**src/rtl/safe_wrapper_seq_pkg.sv**
```systemverilog
// Shared types and constants for the safe-wrapper mode sequencer.
package safe_wrapper_seq_pkg;

  // Storage width for a master-core index; covers up to 256 cores.
  localparam int CORE_IDX_MAX_W = 8;

  // Configuration encoding that must never be applied to the cores.
  localparam logic [1:0] SAFE_CFG_RESERVED = 2'b11;

  typedef enum logic [2:0] {
    IDLE = 3'd0,
    SYNC = 3'd1,
    RUN  = 3'd2,
    DONE = 3'd3,
    ERR  = 3'd4
  } state_e;

  // Field order matters: the top builds this struct by concatenation.
  typedef struct packed {
    logic [CORE_IDX_MAX_W-1:0] master_core;
    logic                      safe_mode;
    logic [1:0]                safe_cfg;
    logic                      critical;
  } safe_cfg_t;

  function automatic logic cfg_is_reserved(input logic [1:0] cfg);
    return cfg == SAFE_CFG_RESERVED;
  endfunction

endpackage

```
**src/rtl/safe_wrapper_edge_det.sv**
```systemverilog
// Single-bit rise/fall pulse generator with one register of history.
module safe_wrapper_edge_det (
  input  logic clk_i,
  input  logic rst_i,
  input  logic sig_i,
  output logic rise_o,
  output logic fall_o
);

  logic sig_q;

  // Remember the previous sample of the input.
  always_ff @(posedge clk_i or posedge rst_i) begin
    if (rst_i) begin
      sig_q <= 1'b0;
    end else begin
      sig_q <= sig_i;
    end
  end

  assign rise_o = sig_i & ~sig_q;
  assign fall_o = ~sig_i & sig_q;

endmodule

```
**src/rtl/safe_wrapper_mode_sequencer.sv**
```systemverilog
// Safe-wrapper mode sequencer: picks external or bus-programmed safety config,
// validates it and walks the cores through start -> sync -> run -> end.
module safe_wrapper_mode_sequencer
  import safe_wrapper_seq_pkg::*;
#(
  parameter int NCORES       = 3,
  parameter int CORE_IDX_W   = $clog2(NCORES),
  parameter int SYNC_TIMEOUT = 1024,
  parameter int CNT_W        = $clog2(SYNC_TIMEOUT + 1)
) (
  input  logic                  clk_i,
  input  logic                  rst_i,
  input  logic [CORE_IDX_W-1:0] ext_master_core_i,
  input  logic                  ext_safe_mode_i,
  input  logic [1:0]            ext_safe_cfg_i,
  input  logic                  ext_critical_i,
  input  logic                  ext_start_i,
  input  logic [CORE_IDX_W-1:0] reg_master_core_i,
  input  logic                  reg_safe_mode_i,
  input  logic [1:0]            reg_safe_cfg_i,
  input  logic                  reg_critical_i,
  input  logic                  end_sw_i,
  input  logic [NCORES-1:0]     sync_ack_i,
  output logic [CORE_IDX_W-1:0] master_core_o,
  output logic                  safe_mode_o,
  output logic [1:0]            safe_cfg_o,
  output logic                  critical_o,
  output logic                  cfg_capture_de_o,
  output logic                  end_sw_clear_o,
  output logic [NCORES-1:0]     sync_req_o,
  output logic                  start_o,
  output logic                  busy_o,
  output logic                  cfg_err_o,
  output logic                  timeout_o
);

  localparam logic [CORE_IDX_W:0] NCORES_L  = (CORE_IDX_W + 1)'(NCORES);
  localparam logic [CNT_W-1:0]    CNT_LAST  = CNT_W'(SYNC_TIMEOUT - 1);

  state_e            state, state_next;
  safe_cfg_t         cfg_q, cfg_next;
  safe_cfg_t         ext_cfg, reg_cfg;
  logic [CNT_W-1:0]  cnt, cnt_next;
  logic              cfg_err_q, cfg_err_next;
  logic              timeout_q, timeout_next;
  logic              clear_q, clear_next;
  logic              start_rise, start_fall;
  logic              end_rise;
  logic              unused_end_fall;  // falling edge of end_sw_i carries no meaning here
  logic              ext_valid;
  logic [NCORES-1:0] one_hot, need;

  safe_wrapper_edge_det u_start_edge (
    .clk_i  (clk_i),
    .rst_i  (rst_i),
    .sig_i  (ext_start_i),
    .rise_o (start_rise),
    .fall_o (start_fall)
  );

  safe_wrapper_edge_det u_end_edge (
    .clk_i  (clk_i),
    .rst_i  (rst_i),
    .sig_i  (end_sw_i),
    .rise_o (end_rise),
    .fall_o (unused_end_fall)
  );

  assign ext_cfg = {CORE_IDX_MAX_W'(ext_master_core_i), ext_safe_mode_i,
                    ext_safe_cfg_i, ext_critical_i};
  assign reg_cfg = {CORE_IDX_MAX_W'(reg_master_core_i), reg_safe_mode_i,
                    reg_safe_cfg_i, reg_critical_i};

  // Only the external source is validated; it is what gets checked at start.
  assign ext_valid = ({1'b0, ext_master_core_i} < NCORES_L) && !cfg_is_reserved(ext_safe_cfg_i);

  // Lockstep needs every core in sync; split mode only the master.
  assign one_hot = {{(NCORES-1){1'b0}}, 1'b1} << cfg_q.master_core;
  assign need    = cfg_q.safe_mode ? {NCORES{1'b1}} : one_hot;

  // Register all sequencer state; reset wipes everything immediately.
  always_ff @(posedge clk_i or posedge rst_i) begin
    if (rst_i) begin
      state     <= IDLE;
      cfg_q     <= '0;
      cnt       <= '0;
      cfg_err_q <= 1'b0;
      timeout_q <= 1'b0;
      clear_q   <= 1'b0;
    end else begin
      state     <= state_next;
      cfg_q     <= cfg_next;
      cnt       <= cnt_next;
      cfg_err_q <= cfg_err_next;
      timeout_q <= timeout_next;
      clear_q   <= clear_next;
    end
  end

  // Next-state, config source selection, sync timeout and sticky errors.
  always_comb begin
    state_next   = state;
    cfg_next     = cfg_q;
    cnt_next     = cnt;
    cfg_err_next = cfg_err_q;
    timeout_next = timeout_q;
    clear_next   = 1'b0;
    case (state)
      IDLE: begin
        cfg_next = ext_cfg;
        if (start_rise) begin
          if (ext_valid) begin
            state_next   = SYNC;
            cnt_next     = '0;
            cfg_err_next = 1'b0;
            timeout_next = 1'b0;
          end else begin
            state_next   = ERR;
            cfg_err_next = 1'b1;
          end
        end
      end
      SYNC: begin
        // Dropping start aborts ahead of ack and timeout.
        if (start_fall) begin
          state_next = IDLE;
        end else if ((sync_ack_i & need) == need) begin
          state_next = RUN;
        end else if (cnt == CNT_LAST) begin
          state_next   = ERR;
          timeout_next = 1'b1;
        end else if (cnt != {CNT_W{1'b1}}) begin
          cnt_next = cnt + CNT_W'(1);
        end
      end
      RUN: begin
        if (start_fall) begin
          state_next = IDLE;
        end else begin
          if (end_rise) begin
            state_next = DONE;
            clear_next = 1'b1;
          end
          // While critical, config is frozen; only clearing the flag can unlock.
          if (cfg_q.critical) begin
            if (!reg_critical_i) begin
              cfg_next.critical = 1'b0;
            end
          end else begin
            cfg_next = reg_cfg;
          end
        end
      end
      DONE: begin
        if (!ext_start_i) begin
          state_next = IDLE;
        end
      end
      ERR: begin
        if (!ext_start_i) begin
          state_next = IDLE;
        end
      end
      default: begin
        state_next = IDLE;
      end
    endcase
  end

  assign master_core_o    = cfg_q.master_core[CORE_IDX_W-1:0];
  assign safe_mode_o      = cfg_q.safe_mode;
  assign safe_cfg_o       = cfg_q.safe_cfg;
  assign critical_o       = cfg_q.critical;
  assign cfg_capture_de_o = (state == IDLE) && !rst_i;
  assign end_sw_clear_o   = clear_q;
  assign sync_req_o       = (state == SYNC) ? need : '0;
  assign start_o          = (state == RUN);
  assign busy_o           = (state != IDLE);
  assign cfg_err_o        = cfg_err_q;
  assign timeout_o        = timeout_q;

endmodule

```
**config.mk**
```make
export PLATFORM = sky130hd
export DESIGN_NAME = safe_wrapper_mode_sequencer
export DESIGN_NICKNAME = d
export VERILOG_FILES = /design/src/rtl/safe_wrapper_seq_pkg.sv /design/src/rtl/safe_wrapper_edge_det.sv /design/src/rtl/safe_wrapper_mode_sequencer.sv
export SDC_FILE = /design/constraint.sdc
export NUM_CORES = 1
export LEC_CHECK = 0
export BUFFER_PORTS_ARGS = -buffer_cell sky130_fd_sc_hd__buf_2
export CORE_ASPECT_RATIO = 0.6
export CORE_UTILIZATION = 38
export DETAILED_ROUTE_END_ITERATION = 16
export GPL_TIMING_DRIVEN = 0
export PLACE_DENSITY_LB_ADDON = 0.3
export SLEW_MARGIN = 20
export SYNTH_ARGS = -nofsm -noshare
export SYNTH_HDL_FRONTEND = slang
export SYNTH_SLANG_ARGS = --single-unit
```
**constraint.sdc**
```tcl
create_clock -name clk_i -period 2.2 [get_ports clk_i]
set_input_delay 0.33 -clock clk_i [delete_from_list [all_inputs] [get_ports clk_i]]
set_output_delay 0.33 -clock clk_i [all_outputs]
set_load 0.02 [all_outputs]
```
# [Word-level counts from Yosys, hierarchy flattened]
# Cells that the tools add are included.
[classes] add_sub_neg=1 n_bitwise=7 reduce_logical=15 n_shift=1 magnitude_cmp=1 eq_ne=20 n_mux=33
[op_table] op="2-to-1 mux 11 bit" n=7
[op_table] op="2-to-1 mux 3 bit" n=10
[op_table] op="one-hot mux 12 bit (2 select lines)" n=1
[op_table] op="one-hot mux 11 bit (2 select lines)" n=1
[op_table] op="!= test 2 bit (second input constant)" n=10
[op_table] op="2-to-1 mux 12 bit" n=1
[op_table] op="one-hot mux 3 bit (4 select lines)" n=1
[op_table] op="adder 11 x 1 -> 11 bit (second input constant)" n=1
[op_table] op="== test 11 x 10 -> 1 bit (second input constant)" n=1
[op_table] op="2-to-1 mux 1 bit" n=11
[op_table] op="!= test 11 bit (second input constant)" n=1
[op_table] op="<< shifter 1 x 8 -> 3 bit (first input constant)" n=1
[op_table] op="AND reduction 7 bit" n=1
[op_table] op="== test 3 x 2 -> 1 bit (second input constant)" n=2
[op_table] op="AND reduction 6 bit" n=1
[op_table] op="!= test 4 bit (second input constant)" n=1
[op_table] op="AND reduction 2 bit" n=2
[op_table] op="AND reduction 4 bit" n=1
[op_table] op="nonzero test 2 bit" n=2
[op_table] op="bitwise AND 1 bit" n=3
[op_table] op="bitwise AND 3 bit" n=1
[op_table] op="== test 3 x 1 -> 1 bit (second input constant)" n=1
[op_table] op="== test 3 bit" n=1
[op_table] op="== test 3 bit (second input constant)" n=1
[op_table] op="11 further kinds" n=15
[totals] word_cells=89 input_bits=19 ff_bits=31

# [Logic depth before layout (Yosys ltp)]
# Gate-level depths: netlist of the first run.
[depth] ltp_word=7 ltp_mapped=7

# [Cells and area by module]
# A second synthesis of the first run with hierarchy kept.
[hier_totals] cells_unflattened=168 area_unflattened_um2=1536.5
[by_module_without_submodules] mod="safe_wrapper_mode_sequencer" instances=1 seq_area_each_um2=575.6 cells_per_inst=160 area_per_inst_um2=1448.9
[by_module_without_submodules] mod="safe_wrapper_edge_det" instances=2 seq_area_each_um2=25.0 cells_per_inst=4 area_per_inst_um2=43.8

# [Least setup slack after synthesis of the first run]
# OpenSTA, ideal clock, no wires.
[synth_path] path_type="register -> register" from="register cnt[0]" to="register state[0]" arrival_ns=1.720 setup_slack_ns=0.355 n_path_buf=0 stages_incl_launch_ff=7 setup_ns=0.125 cell_sequence="dfrtp_1 > ha_1 > nand3_1 > nor3_2 > nand2b_1 > a21oi_1 > mux2_2"
[synth_between] elab_chain_len=3
[synth_lines] element="start, declared" line_no="safe_wrapper_mode_sequencer.sv:43" source="logic [CNT_W-1:0] cnt, cnt_next;"
[synth_lines] element="start signal, assigned" line_no="safe_wrapper_mode_sequencer.sv:93" source="cnt <= cnt_next;"
[synth_lines] element="== test 11 x 10 -> 1 bit" line_no="safe_wrapper_mode_sequencer.sv:129" source="end else if (cnt == CNT_LAST) begin"
[synth_lines] element="!= test 4 bit (no source line)"
[synth_lines] element="AND reduction 4 bit (no source line)"
[synth_lines] element="end signal, assigned" line_no="safe_wrapper_mode_sequencer.sv:91" source="state <= state_next;"
[synth_lines] element="end, declared" line_no="safe_wrapper_mode_sequencer.sv:40" source="state_e state, state_next;"
# No other way between the ends.
# A chain may end at the register's enable or synchronous reset.

# [Final worst setup path of the first run]
[layout_path] from="register state[0]" to="output port start_o"
[layout_between] elab_chain_len=1
[layout_lines] element="== test 3 x 2 -> 1 bit" line_no="safe_wrapper_mode_sequencer.sv:177" source="assign start_o = (state == RUN);"
[layout_lines] element="end, declared" line_no="safe_wrapper_mode_sequencer.sv:31" source="output logic start_o,"
# No other way between the ends.

==> impl_results.md, run 1 <==
* Status: finished, final reports clean
* Die area at 3970 sq um
* Yosys reg bits at 25
* CP startpoint kind: flip-flop
* Sinks on Clock Net at 25
* Ys flop type: dfrtp_1
* Post-Synth Simple-Gate Area at 22.9%
* Area Growth Syn to Fin at 19.9%
* Initial antenna violation count at 0
* Netlist cell types at 41
* Gr usage total at 19.1%
* DP Worst Slack at -20.1 ps
* Clock Path Buffers at 2
* Final Power at 1.86 mW
* Final HPWL DP at about 2600 um
* TritonRoute pass-1 iters at 4
* CP Capture Type: output pin
* CTS root buf: clkbuf_8
* Vias at 1321
* Synth Area in Compound Gates at 23.7%
* Final Slew Violations at 0
* Io pins at 34
* Final setup TNS at 0 ps
* Leak at 0.783 nW
* Rows at 16
* Nets@finish at between 200 and 250
* Slew @ Worst Pin at 995 ps
* Vias in the first global route at 1239
* P per Cell Area at 1100 nW/um^2
* Initial core utilization at 41.5%
* Adder-Cell Fraction of Synth Area at 0.886%
* Placed cells at 234
* Fin crit period at 2070 ps
* Final wirelength at ~3500 um
* Number of DRC markers in iteration 0 at 113
* Pin count of the biggest net entering global routing at 26
* Synth warn at 0
* Core area at 3400 sq um
* Die Ht at 49.2 um
* Final worst slack at 125 ps
* Post-DP Area at approximately 1600 sq um
* # diodes at 0
* Net count after synthesis at 176
* Commonest non-fill, non-tap cell in the layout: buf_2
* Fill cells at 340
* Cts hold-fix bufs at 0
* Post-synth EDFFs at 0
* Chip Width at between 80 and 90 um
* Inserted Clock Buffers at 3
* Fin area at 1690 sq um
* Worst-Skew Late Latency at 270 ps
* Post-Syn Instances at 156
* Mapped Avg Cell Area at 9.06 sq um
* Cell Area, Synth at about 1400 sq um
* Final setup violation count at 0
* Buffers and inverters on the worst path at 3
* Critical-path cell list: buf_4, or2_2, clkbuf_1, nor2_4, buf_2
* R2r setup slk at around 150 ps
* Gp weighted congestion at 0.800
* Port Buffers at 33
* CP required at 1870 ps
* Congestion Overflow GR at 0
* Rel. slew slack at 33.6%
* Share of flip-flops with an asynchronous set or reset at 100%
* CP top delay family: buffers and inverters
* XOR/XNOR share of the synthesized area at 0%
* CTS tree: built
* DRC at 0
* Mux contribution to synthesized area at 5.05%
* Vias per cell at 5.55
* CP max FO at 9
* Hold/Removal Path Class: in2reg
* Layout cells sized above 1 at 23.3%
* Period Utilization, post-route at a little over nine tenths
* Main combinational cell family by area after synthesis: compound AO/OA/AOI/OAI gates
* Register area share after synthesis at 44.3%
* Clock skew at 3.61 ps
* Worst-path clk slew at around 80 ps
* Non-filler cells, final at around 240
* Critical Path AT at 1740 ps
* Final hold slack at ~180 ps
* Crit Path Category: reg2out
* H-tree levels at 1
* First-pass GRT wire length at 5730 um
* # Max-Cap Violations at 0
* ANT nets after route at 0
* Hold Vio Cnt, Final at 0
* Commonest cells after routing, fill and taps aside: buf_2 (33), dfrtp_1 (25), nor2_1 (15)
* Slowest CP cell: dfrtp_1
* Worst VDD drop at about 0.65 mV
* Routed WL per cell at 14.9 um
* Worst path max stage delay at 370 ps
* Max Fclk at 482 MHz
* Final core occ at 49.8%
* RSZ-0062 raised after global routing: false
-- power by group --
group | internal [mW] | switching (mW) | total (mW) | leakage (nW)
Combinational | 0.334 | 0.549 | 0.883 | 0.440
Clock | 0.130 | 0.146 | 0.276 | 0.0228
Sequential | 0.577 | 0.129 | 0.705 | 0.320
-- registers in the layout, indices dropped and copies added, names as in the netlist --
register and flops:
u_end_edge.sig_q 1, cfg_err_o 1, u_start_edge.sig_q 1, end_sw_clear_o 1, safe_cfg_o 2, timeout_o 1
state 3, master_core_o 2, cnt 11, safe_mode_o 1, critical_o 1
-- cells in the mapped netlist, types with 2 or more instances --
library cell / number / share of area [%]
a211o_1: 4 / 2.5
a21oi_1: 9 / 3.2
a22oi_1: 2 / 1.1
a31oi_1: 4 / 1.8
and2_1: 4 / 1.8
and3_1: 3 / 1.3
and4_1: 2 / 1.2
clkbuf_1: 2 / 0.53
dfrtp_1: 25 / 44
inv_1: 8 / 2.1
mux2i_1: 6 / 4.3
nand2_1: 14 / 3.7
nand2b_1: 3 / 1.3
nand3_1: 3 / 1.1
nand4_1: 2 / 0.89
nor2_1: 15 / 4.0
nor2b_1: 2 / 0.89
nor3_1: 3 / 1.1
o211ai_1: 2 / 1.1
o21a_1: 4 / 2.1
o21ai_0: 14 / 5.0
o31ai_1: 6 / 3.2
-- path summary, 6_finish.rpt --
path,start,to,depth (start not counted)
max,state[0],start_o,5
min,end_sw_i,u_end_edge.sig_q,1
max reg2reg,cnt[1],state[0],6
min reg2reg,cnt[10],cnt[10],1
max in group asynchronous,rst_i,state[2],2
min in group asynchronous,rst_i,timeout_o,2
-- timing repair --
action | CTS | global route
resized for setup | 0 | 3
buffers inserted | 0 | 0
setup endpoints to repair | 0 | 8
-- cells by family (layout without fill, tap and decap cells) --
logic type	Yosys count	in the layout
flops	25	25
mux	7	7
simple gates	60	60
compound gates	52	52
buf+inv	11	48
fa+ha+maj	1	1
-- layer usage --
metal / vias to the layer above / global-route usage, % / routed length, um / share of wire, %
met5: - / 0 / 0 / 0
met4: 0 / 4.46 / 29 / 0.82
met3: 4 / 4.86 / 171 / 4.8
met2: 37 / 27.3 / 1480 / 42
met1: 631 / 28.5 / 1860 / 52
li1: 649 / - / - / -
-- layout make-up --
cell class / count / area [sq um] / area share, %
multi-input cells: 120 / 757 / 44.7
flip-flops and latches: 25 / 626 / 36.9
repair buffers: 33 / 165 / 9.75
well taps: 45 / 56.3 / 3.32
clock buffers: 4 / 45.0 / 2.66
inverters: 8 / 30.0 / 1.77
plain buffers: 3 / 15.0 / 0.886
-- worst reg2reg max path, delay by kind of cell (launching register included) --
kind,cells,cell delay [ps]
adder cells (fa/ha/maj),1,190
AND/OR/NAND/NOR,3,770
multiplexers,1,350
AO/OA/AOI/OAI,1,210
flip-flops,1,420
Power figures use the tool's default switching activity.
==> run 2, diff against run 1 <==
--- a/config.mk
+++ b/config.mk
@@ -6,11 +6,12 @@
 export NUM_CORES = 1
 export LEC_CHECK = 0
 export BUFFER_PORTS_ARGS = -buffer_cell sky130_fd_sc_hd__buf_2
-export CORE_ASPECT_RATIO = 0.6
+export CORE_ASPECT_RATIO = 1.75
 export CORE_UTILIZATION = 38
 export DETAILED_ROUTE_END_ITERATION = 16
 export GPL_TIMING_DRIVEN = 0
 export PLACE_DENSITY_LB_ADDON = 0.3
+export SETUP_SLACK_MARGIN = 0.2
 export SLEW_MARGIN = 20
 export SYNTH_ARGS = -nofsm -noshare
 export SYNTH_HDL_FRONTEND = slang
==> run 2 against run 1 <==
Sequential share of layout area down 0.64 points. Sequential cell count did not move. Cell area rose by 1.8%. Final cell count rose by 1.3%. Total power up 0.14%. Clock-buffer cell count stayed put. Critical path type is now reg2reg. Largest power group unchanged. Sequential power decreased by 0.7%. Register-to-register slack better by 110 ps. Maximum frequency is 7.0% higher. Combinational power grew 1%.
==> impl_results.md, run 2 (synthesis results as in run 1) <==
* Vias per cell at 5.46 (was 5.55)
* Pin count of the biggest net entering global routing at 26 (unchanged)
* Crit Path Category: reg2reg (was reg2out)
* Routed WL per cell at 13.7 um (was 14.9 um)
* # diodes at 0 (unchanged)
* Initial antenna violation count at 0 (unchanged)
* Reg-to-Reg Start: state[1] (was cnt[1])
* Max reg flops at 11 (unchanged)
* Biggest register: cnt (unchanged)
* Cts hold-fix bufs at 0 (unchanged)
* Fin crit period at 1940 ps (was 2070 ps)
* Rows at 29 (was 16)
* Critical Path AT at 2140 ps (was 1740 ps)
* # Max-Cap Violations at 0 (unchanged)
* Hold Vio Cnt, Final at 0 (unchanged)
* R2r setup slk at 260 ps (was 150 ps)
* Critical-path cell list: or3b_4, nor3b_4, nand2_2, or3_1, o21ai_1 (was buf_4, or2_2, clkbuf_1, nor2_4, buf_2)
* Slew @ Worst Pin at 906 ps (was 995 ps)
* Largest regs: cnt x11, state x3 (unchanged)
* Hold/Removal Path Class: in2async (was in2reg)
* Commonest cells after routing, fill and taps aside: buf_2 (32), dfrtp_1 (25), nor2_1 (15) (was buf_2 (33), dfrtp_1 (25), nor2_1 (15))
* Die area at 3970 sq um (about the same)
* Congestion Overflow GR at 0 (unchanged)
* First-pass GRT wire length at 5470 um (was 5730 um)
* H-tree levels at 1 (unchanged)
* Vias at 1315 (was 1321)
* Worst R2R End: cnt[7] (was state[0])
* DRC at 0 (unchanged)
* Final setup violation count at 0 (unchanged)
* Chip Width at 48.1 um (was 80.7 um)
* Gp weighted congestion at 0.804 (was 0.800)
* Area Growth Syn to Fin at 22.1% (was 19.9%)
* Vias in the first global route at 1262 (was 1239)
* Port Buffers at 33 (unchanged)
* CP required at 2400 ps (was 1870 ps)
* Slowest CP cell: dfrtp_1 (unchanged)
* Final worst slack at 261 ps (was 125 ps)
* Nets@finish at 216 (was 214)
* Sinks on Clock Net at 25 (unchanged)
* Worst-path clk slew at 90 ps (was 80 ps)
* Initial core utilization at 39.3% (was 41.5%)
* Commonest non-fill, non-tap cell in the layout: buf_2 (unchanged)
* Die Ht at 82.7 um (was 49.2 um)
* Clock Path Buffers at 2 (unchanged)
* CP max FO at 10 (was 9)
* Number of DRC markers in iteration 0 at 27 (was 113)
* CP top delay family: simple AND/OR/NAND/NOR gates (was buffers and inverters)
* Io pins at 34 (unchanged)
* Core area at 3590 sq um (was 3400 sq um)
* RSZ-0062 raised after global routing: true (was false)
* Gr usage total at 19.3% (was 19.1%)
* Max Fclk at 516 MHz (was 482 MHz)
* Buffers and inverters on the worst path at 0 (was 3)
* Status: finished, final reports clean (unchanged)
* Leak at 0.796 nW (was 0.783 nW)
* Worst VDD drop at 0.546 mV (was 0.653 mV)
* CTS root buf: clkbuf_8 (unchanged)
* DP Worst Slack at -1.20 ps (was -20.1 ps)
* Inserted Clock Buffers at 3 (unchanged)
* Final HPWL DP at 2470 um (was 2650 um)
* Final Power at 1.87 mW (was 1.86 mW)
* P per Cell Area at 1080 nW/um^2 (was 1100 nW/um^2)
* Clock skew at 3.47 ps (was 3.61 ps)
* Rel. slew slack at 39.3% (was 33.6%)
* Worst-case reg-to-reg path depth at 5 (was 6)
* Period Utilization, post-route at 88.1% (was 94.3%)
* Final wirelength at 3310 um (was 3540 um)
* CP Capture Type: flip-flop (was output pin)
* Fill cells at 362 (was 340)
* CP startpoint kind: flip-flop (unchanged)
* CTS tree: built (unchanged)
* ANT nets after route at 0 (unchanged)
* Layout cells sized above 1 at 24.6% (was 23.3%)
* Worst path max stage delay at 460 ps (was 370 ps)
* Worst-Skew Late Latency at 270 ps (about the same)
* TritonRoute pass-1 iters at 4 (unchanged)
* Final Slew Violations at 0 (unchanged)
## run 2: how the worst max path moves through the flow
stage	startpoint	end	depth (start not counted)
floorplan	cnt[0]	state[0]	6
global placement	ext_start_i	cnt[1]	6
detailed placement	cnt[0]	state[0]	6
CTS	cnt[0]	state[0]	6
global route	state[1]	cnt[7]	5
finish	state[1]	cnt[7]	5
## run 2: cell type report
class | count | area [sq um] | area share (%)
tap | 46 | 57.6 | 3.34
timing repair buffer | 35 | 186 | 10.8
buffer | 3 | 22.5 | 1.31
sequential | 25 | 626 | 36.3
inverter | 8 | 30.0 | 1.74
multi-input combinational | 120 | 757 | 43.9
clock buffer | 4 | 45.0 | 2.61
## run 2: where the power goes
part	total, mW	internal, mW	leakage, nW	switching [mW]
Combinational	0.893	0.354	0.453	0.539
Clock	0.274	0.130	0.0228	0.144
Sequential	0.700	0.577	0.320	0.124
Total	1.87	1.06	0.796	0.807
## run 2: what timing repair did
item | in CTS | in global routing
setup endpoints to repair | 3 | 3
resized for setup | 3 | 8
pin swaps | 1 | 2
setup buffers | 0 | 2
## run 2: through the flow
step / hold WS (ps) / instances / cell area [sq um] / util, % / TNS [ps]
finish: 142 / 241 / 1720 / 48.0 / 0
global route: 164 / 241 / 1720 / 48.0 / 0
CTS: 172 / 239 / 1700 / 47.2 / 0
detailed placement: 459 / 235 / 1640 / 45.5 / -1.20
global placement: 458 / 235 / 1640 / 45.5 / 0
floorplan: 357 / 156 / 1410 / - / 0
## run 2: layer usage
layer  up-vias  wire length (um)  GRT usage (%)
li1        647                 -              -
met1       628              1310           21.8
met2        35              1860           35.1
met3         5               100           2.17
met4         0                43           6.94
met5         -                 0              0
## run 2: worst register-to-register path, stage by stage (launching register included)
cell	delay, ps
dfrtp_1	460
or3b_4	460
nor3b_4	240
nand2_2	190
or3_1	400
o21ai_1	120
==> run 3, diff against run 2 <==
--- a/config.mk
+++ b/config.mk
@@ -5,6 +5,7 @@
 export SDC_FILE = /design/constraint.sdc
 export NUM_CORES = 1
 export LEC_CHECK = 0
+export ABC_AREA = 1
 export BUFFER_PORTS_ARGS = -buffer_cell sky130_fd_sc_hd__buf_2
 export CORE_ASPECT_RATIO = 1.75
 export CORE_UTILIZATION = 38
==> run 3 against run 2 <==
Wire length rose by 17%. Area after synthesis rose by 16%. Final cell count rose by 34%. Combinational power rose by 42%. Critical endpoint is now sync_req_o[2]. Largest power group unchanged.
==> impl_results.md, run 3 <==
* Mux contribution to synthesized area at 0.689% (was 5.05%)
* DRC at 0 (unchanged)
* Sinks on Clock Net at 25 (unchanged)
* Final setup TNS at 0 ps (unchanged)
* Commonest non-fill, non-tap cell in the layout: nand2_1 (was buf_2)
* Status: finished, final reports clean (unchanged)
* Top-area cell type share of the netlist area at 38.3% (was 44.3%)
* Post-synth top cells: nand2_1 (79), nor2_1 (34), dfrtp_1 (25), inv_1 (25), nand4_1 (13) (was dfrtp_1 (25), nor2_1 (15), nand2_1 (14), o21ai_0 (14), a21oi_1 (9))
* CTS tree: built (unchanged)
* Worst-Skew Late Latency at 280 ps (was 270 ps)
* Final wirelength at 3870 um (was 3310 um)
* Initial antenna violation count at 0 (unchanged)
* Synth warn at 0 (unchanged)
* H-tree levels at 1 (unchanged)
* Area Growth Syn to Fin at 16.8% (was 22.1%)
* Post-CTS sizing at 0 (was 3)
* Area leader, netlist: dfrtp_1 (unchanged)
* CTS root buf: clkbuf_8 (unchanged)
* Clock Path Buffers at 2 (unchanged)
* Final setup violation count at 0 (unchanged)
* Vias in the first global route at 1621 (was 1262)
* Largest regs: cnt x11, state x3 (unchanged)
* Worst VDD drop at 0.666 mV (was 0.546 mV)
* Yosys reg bits at 25 (unchanged)
* Final Power at 2.24 mW (was 1.87 mW)
* Worst-case reg-to-reg path depth at 10 (was 5)
* Ys flop type: dfrtp_1 (unchanged)
* Rel. slew slack at 39.3% (about the same)
* RSZ-0062 raised after global routing: false (was true)
* Synth Area in Compound Gates at 9.18% (was 23.7%)
* Die Ht at 88.8 um (was 82.7 um)
* Share of flip-flops with an asynchronous set or reset at 100% (unchanged)
* Port Buffers at 33 (unchanged)
* Critical Path AT at 1510 ps (was 2140 ps)
* Initial core utilization at 39.8% (was 39.3%)
* Post-Synth Simple-Gate Area at 42.2% (was 22.9%)
* CP startpoint kind: flip-flop (unchanged)
* Period Utilization, post-route at 83.5% (was 88.1%)
* Routed WL per cell at 12.0 um (was 13.7 um)
* Gr usage total at 19.5% (was 19.3%)
* Cts hold-fix bufs at 0 (unchanged)
* # Max-Cap Violations at 0 (unchanged)
* Register area share after synthesis at 38.3% (was 44.3%)
* Pin count of the biggest net entering global routing at 26 (unchanged)
* Leak at 1.01 nW (was 0.796 nW)
* Worst R2R End: cnt[9] (was cnt[7])
* Layout cells sized above 1 at 21.5% (was 24.6%)
* Worst-path clk slew at 100 ps (was 90 ps)
* TritonRoute pass-1 iters at 4 (unchanged)
* Main combinational cell family by area after synthesis: simple AND/OR/NAND/NOR gates (was compound AO/OA/AOI/OAI gates)
* XOR/XNOR share of the synthesized area at 0% (unchanged)
* CP max FO at 10 (unchanged)
* CP required at 1870 ps (was 2400 ps)
* DP Worst Slack at 547 ps (was -1.20 ps)
* Adder-Cell Fraction of Synth Area at 0.765% (was 0.886%)
* Gp weighted congestion at 0.875 (was 0.804)
* Mapped Avg Cell Area at 6.90 sq um (was 9.06 sq um)
* Inserted Clock Buffers at 3 (unchanged)
* Final HPWL DP at 3020 um (was 2470 um)
* Reg-to-Reg Start: cnt[0] (was state[1])
* Rows at 31 (was 29)
* Netlist cell types at 27 (was 41)
* Post-CTS setup buffers at 0 (unchanged)
* Congestion Overflow GR at 0 (unchanged)
* Vias at 1621 (was 1315)
* Crit Path Category: reg2out (was reg2reg)
* Fin crit period at 1840 ps (was 1940 ps)
* ANT nets after route at 0 (unchanged)
* Die area at 4580 sq um (was 3970 sq um)
* Most numerous cell in the Yosys netlist: nand2_1 (was dfrtp_1)
* First-pass GRT wire length at 6640 um (was 5470 um)
* Post-synth EDFFs at 0 (unchanged)
* R2r setup slk at 510 ps (was 260 ps)
* Post-Syn Instances at 237 (was 156)
* CP Capture Type: output pin (was flip-flop)
* Placed cells at 319 (was 235)
* Max reg flops at 11 (unchanged)
* Biggest register: cnt (unchanged)
* Final Slew Violations at 0 (unchanged)
* Chip Width at 51.6 um (was 48.1 um)
* Cell Area, Synth at 1640 sq um (was 1410 sq um)
* Io pins at 34 (unchanged)
* Slew @ Worst Pin at 905 ps (was 906 ps)
* Final core occ at 46.5% (was 48.0%)
* Hold Vio Cnt, Final at 0 (unchanged)
* Commonest cells after routing, fill and taps aside: nand2_1 (79), buf_2 (35), nor2_1 (34) (was buf_2 (32), dfrtp_1 (25), nor2_1 (15))
* Clock skew at 7.73 ps (was 3.47 ps)
* Core area at 4110 sq um (was 3590 sq um)
* Nets@finish at 295 (was 216)
* Number of DRC markers in iteration 0 at 24 (was 27)
* Hold/Removal Path Class: in2async (unchanged)
* Vias per cell at 5.02 (was 5.46)
* # diodes at 0 (unchanged)
* Final worst slack at 364 ps (was 261 ps)
* Top cells by area, synth: dfrtp_1 (38%), nand2_1 (18%), nor2_1 (7.8%) (was dfrtp_1 (44%), o21ai_0 (5.0%), mux2i_1 (4.3%))
* Non-filler cells, final at 323 (was 241)
* Max Fclk at 545 MHz (was 516 MHz)
* P per Cell Area at 1170 nW/um^2 (was 1080 nW/um^2)
* Net count after synthesis at 257 (was 176)
run 3: cell types whose count changed after synthesis, moves of 9 or more:
| cell | change |
|---|---|
| nand4_1 | +11 |
| nor2_1 | +19 |
| nand2_1 | +65 |
| inv_1 | +17 |
| nand3_1 | +9 |
run 3: per-stage QoR:
stage	hold slack [ps]	area, sq um
after floorplan	357	1640
after global placement	421	1860
after detailed placement	420	1860
after CTS	167	1910
after global routing	164	1910
final	133	1910
run 3: power breakdown:
group          switching [mW]  leakage, nW  internal [mW]
logic                   0.851        0.664          0.422
registers               0.109        0.323          0.576
clock network           0.158       0.0217          0.129
run 3: cells by family after synthesis:
group | Yosys count
DFF | 25
and+or+nand+nor | 152
buffers and inverters | 34
AOI/OAI and AO/OA | 24
muxes | 1
adders and majority gates | 1
run 3: cell type report:
| type | instances | area [sq um] |
|---|---|---|
| Inverter | 29 | 109 |
| Clock inverter | 1 | 7.51 |
| Timing Repair Buffer | 33 | 165 |
| Buffer | 5 | 36.3 |
| Tap cell | 49 | 61.3 |
| Fill cell | 489 | 2200 |
| Sequential cell | 25 | 626 |
| Multi-Input combinational cell | 178 | 865 |
| Clock buffer | 3 | 41.3 |
run 3: metal layers:
| layer | track usage, % | share of wire [%] | up-vias |
|---|---|---|---|
| met1 | 19.3 | 38 | 738 |
| met2 | 38.5 | 56 | 36 |
| met4 | 9.83 | 2.9 | 0 |
| met5 | 0 | 0 | - |
| li1 | - | - | 838 |
| met3 | 1.72 | 3.0 | 9 |
run 3: critical path, cell delays in order, from the launching register on:
cell	delay, ps
dfrtp_1	440
inv_2	130
nand3_2	130
buf_4	200
a21oi_1	140
buf_2	190
run 3: worst max path at each step:
stage | slack [ps] | startpoint | cells past startpoint | end
floorplan | 700 | cnt[0] | 10 | cnt[5]
global placement | 540 | cnt[0] | 7 | cnt[2]
detailed placement | 550 | cnt[0] | 10 | cnt[3]
CTS | 370 | state[1] | 5 | sync_req_o[2]
global route | 270 | state[1] | 5 | sync_req_o[2]
finish | 360 | state[1] | 5 | sync_req_o[2]
